===== src/rtl/shift_ctrl_pkg.sv =====
// Purpose : shared types and constants for the shift sequencer and its register.
// Latency : n/a (declarations only).
// Backpressure: n/a.
//
// Holds the operation and FSM encodings, the register mode constants
// (written as {s0,s1}) and the default datapath width.
package shift_ctrl_pkg;

    localparam int DEFAULT_WIDTH = 16;

    typedef enum logic [2:0] {
        OP_LSL  = 3'b000,
        OP_LSR  = 3'b001,
        OP_ASR  = 3'b010,
        OP_ROL  = 3'b011,
        OP_ROR  = 3'b100,
        OP_PASS = 3'b101
    } shift_op_e;

    typedef enum logic [1:0] {
        ST_IDLE  = 2'b00,
        ST_LOAD  = 2'b01,
        ST_SHIFT = 2'b10,
        ST_DONE  = 2'b11
    } sr_state_e;

    // Register mode selects, packed as {s0,s1}.
    localparam logic [1:0] SR_HOLD = 2'b00;
    localparam logic [1:0] SR_SHR  = 2'b10;
    localparam logic [1:0] SR_SHL  = 2'b01;
    localparam logic [1:0] SR_LOAD = 2'b11;

    // True for the five ops that actually move bits.
    function automatic logic is_shift_op(input logic [2:0] op);
        return (op <= 3'd4);
    endfunction

    // 110 and 111 are the only unassigned codes.
    function automatic logic is_illegal_op(input logic [2:0] op);
        return (op[2] && op[1]);
    endfunction

endpackage


===== src/rtl/shift_sequencer.sv =====
// Purpose : drives a 16-bit universal shift register through a multi-bit shift/rotate.
// Latency : done asserted amount+1 cycles after the start edge (1 cycle for amount 0, PASS, illegal).
// Backpressure: start is ignored whenever busy=1; one operation in flight at a time.
//
// Ports:
//   clock, reset         single rising-edge clock, synchronous active-high reset
//   start/op/amount/operand  request, sampled only in IDLE
//   busy, done, err      status; err qualifies done for opcodes 110/111
//   result               passthrough of sr_out, valid while done=1
//   sr_enable, sr_s0, sr_s1, sr_lsi, sr_rsi, sr_in   controls to the shift register
//   sr_out               shift register output, used for rotate/arith feedback
module shift_sequencer
    import shift_ctrl_pkg::*;
#(
    parameter int WIDTH = DEFAULT_WIDTH,
    parameter int CNT_W = $clog2(WIDTH)
) (
    input  logic             clock,
    input  logic             reset,
    input  logic             start,
    input  logic [2:0]       op,
    input  logic [CNT_W-1:0] amount,
    input  logic [WIDTH-1:0] operand,
    output logic             busy,
    output logic             done,
    output logic             err,
    output logic [WIDTH-1:0] result,
    output logic             sr_enable,
    output logic             sr_s0,
    output logic             sr_s1,
    output logic             sr_lsi,
    output logic             sr_rsi,
    output logic [WIDTH-1:0] sr_in,
    input  logic [WIDTH-1:0] sr_out
);

    sr_state_e        r_state;
    sr_state_e        w_next;
    logic [2:0]       r_op;
    logic [CNT_W-1:0] r_amount;
    logic [WIDTH-1:0] r_operand;
    logic [CNT_W-1:0] r_cnt;
    logic [1:0]       w_mode;
    logic             w_skip_shift;

    // PASS and illegal ops go straight from LOAD to DONE regardless of amount.
    assign w_skip_shift = !is_shift_op(r_op) || (r_amount == '0);

    always_ff @(posedge clock) begin
        if (reset) begin
            r_state   <= ST_IDLE;
            r_op      <= '0;
            r_amount  <= '0;
            r_operand <= '0;
            r_cnt     <= '0;
        end else begin
            r_state <= w_next;
            case (r_state)
                ST_IDLE: begin
                    if (start) begin
                        r_op      <= op;
                        r_amount  <= amount;
                        r_operand <= operand;
                    end
                end
                ST_LOAD:  r_cnt <= r_amount;
                ST_SHIFT: r_cnt <= r_cnt - CNT_W'(1);
                default:  ;
            endcase
        end
    end

    always_comb begin
        w_next = r_state;
        case (r_state)
            ST_IDLE:  if (start) w_next = ST_LOAD;
            ST_LOAD:  w_next = w_skip_shift ? ST_DONE : ST_SHIFT;
            // cnt holds the number of steps still to take including this one.
            ST_SHIFT: if (r_cnt == CNT_W'(1)) w_next = ST_DONE;
            ST_DONE:  w_next = ST_IDLE;
            default:  w_next = ST_IDLE;
        endcase
    end

    // Register controls decode from state and latched op only.
    always_comb begin
        sr_enable = 1'b0;
        w_mode    = SR_HOLD;
        sr_lsi    = 1'b0;
        sr_rsi    = 1'b0;
        sr_in     = '0;
        case (r_state)
            ST_LOAD: begin
                sr_enable = 1'b1;
                w_mode    = SR_LOAD;
                sr_in     = r_operand;
            end
            ST_SHIFT: begin
                sr_enable = 1'b1;
                case (r_op)
                    OP_LSL: w_mode = SR_SHL;
                    OP_ROL: begin
                        w_mode = SR_SHL;
                        sr_lsi = sr_out[WIDTH-1];
                    end
                    OP_LSR: w_mode = SR_SHR;
                    OP_ASR: begin
                        w_mode = SR_SHR;
                        sr_rsi = sr_out[WIDTH-1];
                    end
                    OP_ROR: begin
                        w_mode = SR_SHR;
                        sr_rsi = sr_out[0];
                    end
                    default: w_mode = SR_HOLD;
                endcase
            end
            default: ;
        endcase
    end

    assign {sr_s0, sr_s1} = w_mode;
    assign busy   = (r_state != ST_IDLE);
    assign done   = (r_state == ST_DONE);
    assign err    = done && is_illegal_op(r_op);
    assign result = sr_out;

endmodule


===== config.mk =====
export PLATFORM = sky130hd
export DESIGN_NAME = shift_sequencer
export DESIGN_NICKNAME = d
export VERILOG_FILES = /design/src/rtl/shift_ctrl_pkg.sv /design/src/rtl/shift_sequencer.sv
export SDC_FILE = /design/constraint.sdc
export NUM_CORES = 1
export LEC_CHECK = 0
export ABC_AREA = 1
export BUFFER_PORTS_ARGS = -buffer_cell sky130_fd_sc_hd__buf_2
export CAP_MARGIN = 40
export CORE_ASPECT_RATIO = 1.5
export CORE_MARGIN = 3
export CORE_UTILIZATION = 40
export CTS_BUF_LIST = sky130_fd_sc_hd__clkbuf_4
export DETAILED_ROUTE_END_ITERATION = 12
export GPL_ROUTABILITY_DRIVEN = 1
export PLACE_DENSITY_LB_ADDON = 0.12
export SYNTH_ARGS = -nofsm -noshare
export SYNTH_HDL_FRONTEND = slang
export SYNTH_SLANG_ARGS = --single-unit

===== constraint.sdc =====
create_clock -name clock -period 2.9 [get_ports clock]
set_clock_uncertainty 0.05 [all_clocks]
set_input_delay 0 -clock clock [delete_from_list [all_inputs] [get_ports clock]]
set_output_delay 0 -clock clock [all_outputs]
set_load 0.01 [all_outputs]

==> impl_metrics.tcl <==
set metrics [dict create \
    crit_type "reg -> reg" \
    tns_ns 0 \
    cts_resized 0 \
    cts_tree "built" \
    vias 1574 \
    total_leakage_power_uw 0.00115 \
    globalplace.congestion 0.852 \
    switching_share 0.435 \
    cap_violations 0 \
    die_x_um 57.5 \
    reg2reg_from "r_state[0]$_SDFFE_PP0P_" \
    dieArea_um2 4790 \
    yosys_warnings 0 \
    rsz0062_at_grt "false" \
    dp_hpwl_um 2580 \
    timing.rr.end "r_operand[14]$_SDFFE_PP0P_" \
    rows 27 \
    clk_pin_slew_ns 0.10 \
    max_freq_mhz 531 \
    path_cells "inv_1, ha_1, nand2_2, inv_1, nor2_1, nor2_1" \
    antenna_found_initial 0 \
    crit_path_end_kind "flip-flop" \
    die_h_um 83.3 \
    ys_types 26 \
    wl_per_cell_um 11.6 \
    area_growth_pct 35.9 \
    dpl_worst_slack_ns 1.00 \
    whs_endpoint "r_state[1]$_SDFFE_PP0P_" \
    io_pins 82 \
    setup_viol_count_final 0 \
    drt_first_pass_iters 4 \
    drv_slew 0 \
    initial_core_util 0.425 \
    p_int_uw 938 \
    ant_nets 0 \
    crit_fanout 27 \
    ys_ff_latch 29 \
    peakVddDrop_mv 0.488 \
    seqPwrFrac 0.360 \
    combPwrFrac 0.494 \
    drive_above_1_share 0.230 \
    io_buffers 53 \
    core_area_um2 3750 \
    final_nets 352 \
    maxSlewHeadroom 0.582 \
    grt_max_degree 28 \
    finalHoldViolCount 0 \
    period_minus_slack_ns 1.88 \
    synth_nets 279 \
    status "completed" \
    holdPathStages 5 \
    fin_crit_sh 0.649 \
    detail_route.drc_violations 0 \
    grt_first_pass_wirelength_um 6740 \
    r2r_cells 6 \
    start_kind "flip-flop" \
    syn_area_per_cell_um2 6.93 \
    place_area_um2 1730 \
    ys_seq_area_frac 0.364 \
    p_switching_uw 722 \
    fin_hold_ws_ns 0.125 \
    crit_slowest_cell "dfxtp_1" \
    clkLatencyLatePin_ns 0.32 \
    clockRootBuffer "clkbuf_4" \
    hp-start "start" \
    design_area_um2 2160 \
    worst-endpoint-required_ns 3.06 \
    track_usage 0.176 \
    setup_ws_ns 1.02 \
    power_frac_clock 0.146 \
    grt_pass1_vias 1531 \
    clock_tree.buffer_depth 2 \
    dp_cells 301 \
    slowest_delay_ns 0.41 \
    synthCells 230 \
    final_common_cell "buf_2" \
    dr.first_iter.drc_count 67 \
    antenna_cells 0 \
    min_path_type "in -> reg" \
    cts.sinks 29 \
    wl_um 4030 \
    layout.cells.non_filler 347 \
    tightest_slew_ns 0.626 \
    mostFrequentLayoutCells "buf_2 (53), nor2_1 (50), dlygate4sd3_1 (38)" \
    cp.arrival_ns 2.04 \
    syn-cell-area_um2 1590 \
    numCtsBuffers 5 \
    htreeDepth 2 \
    p_per_area_nw_per_um2 767 \
    via_per_inst 4.54 \
    reg2reg_setup_slack_ns 1.02 \
    gr-total-overflow 0 \
]
[stage by stage]
| step | total power, uW | util |
|---|---|---|
| after floorplan | 1240 | - |
| after global placement | 1380 | 0.461 |
| after detailed placement | 1390 | 0.461 |
| after CTS | 1680 | 0.577 |
| after global routing | 1830 | 0.577 |
| final | 1660 | 0.577 |
[layout make-up]
type	count	area [um^2]
clock buffers	6	45.0
clock inverters	2	10.0
fillers	374	1590
inverters	33	126
multi-input cells	143	703
flip-flops and latches	29	581
well taps	43	53.8
repair buffers	91	646
[cell usage after synthesis (all sizes together)]
| master | number | area share |
|---|---|---|
| a211oi | 1 | 0.0047 |
| a21oi | 12 | 0.047 |
| a221oi | 1 | 0.0055 |
| buf | 22 | 0.11 |
| clkbuf | 3 | 0.0094 |
| dfxtp | 29 | 0.36 |
| ha | 7 | 0.055 |
| inv | 33 | 0.079 |
| nand2 | 37 | 0.092 |
| nand3 | 3 | 0.0094 |
| nand3b | 1 | 0.0047 |
| nand4 | 2 | 0.0079 |
| nor2 | 50 | 0.12 |
| nor3 | 1 | 0.0031 |
| nor4 | 1 | 0.0039 |
| o211ai | 2 | 0.0094 |
| o21ai | 25 | 0.081 |
[how the worst max path moves through the flow]
| stage | from | to | slack [ns] | cells past startpoint |
|---|---|---|---|---|
| finish | r_state[0]$_SDFFE_PP0P_ | r_operand[14]$_SDFFE_PP0P_ | 1.02 | 6 |
| global route | r_state[0]$_SDFFE_PP0P_ | r_operand[10]$_SDFFE_PP0P_ | 0.72 | 6 |
| CTS | r_state[1]$_SDFFE_PP0P_ | sr_s0 | 0.95 | 5 |
| detailed placement | r_state[0]$_SDFFE_PP0P_ | r_amount[1]$_SDFFE_PP0P_ | 1.0 | 6 |
| global placement | r_state[0]$_SDFFE_PP0P_ | r_operand[14]$_SDFFE_PP0P_ | 1.02 | 6 |
| floorplan | r_state[0]$_SDFFE_PP0P_ | r_cnt[0]$_SDFFE_PP0P_ | 1.50 | 5 |
[routing by layer]
metal | vias to the layer above | track usage | part of all wire
met5 | - | 0 | 0
met4 | 0 | 0.0654 | 0.021
met3 | 8 | 0.0451 | 0.047
met2 | 49 | 0.313 | 0.54
met1 | 676 | 0.194 | 0.39
li1 | 841 | - | -
[power by group through the flow]
stage               clock, uW  sequential, uW  combinational (uW)
floorplan                   0             587                 650
global placement            0             606                 779
detailed placement          0             608                 781
CTS                       255             598                 830
global route              274             618                 942
finish                    242             598                 820
[registers in the layout, indices dropped and copies added (netlist names)]
register / flops
r_op: 3
r_state: 2
r_operand: 16
r_cnt: 4
r_amount: 4
[cell families (layout without fill, tap and decap cells)]
group	Yosys count	after routing	share of synthesized area
simple gates	95	95	0.239
compound gates	41	41	0.148
buf+inv	58	132	0.194
fa+ha+maj	7	7	0.0550
flops	29	29	0.364
[worst max-delay path: cells and delay by family, from the launching register on]
family | cells | cell delay, ns
buffers and inverters | 2 | 0.50
flip-flops | 1 | 0.41
AND/OR/NAND/NOR | 3 | 0.57
adder cells (fa/ha/maj) | 1 | 0.23
[timing repair]
item	4_1_cts	5_1_grt
endpoints found under the hold margin	41	0
hold buffers	38	0
buffers inserted	0	0
(Power assumes the default switching activity.)
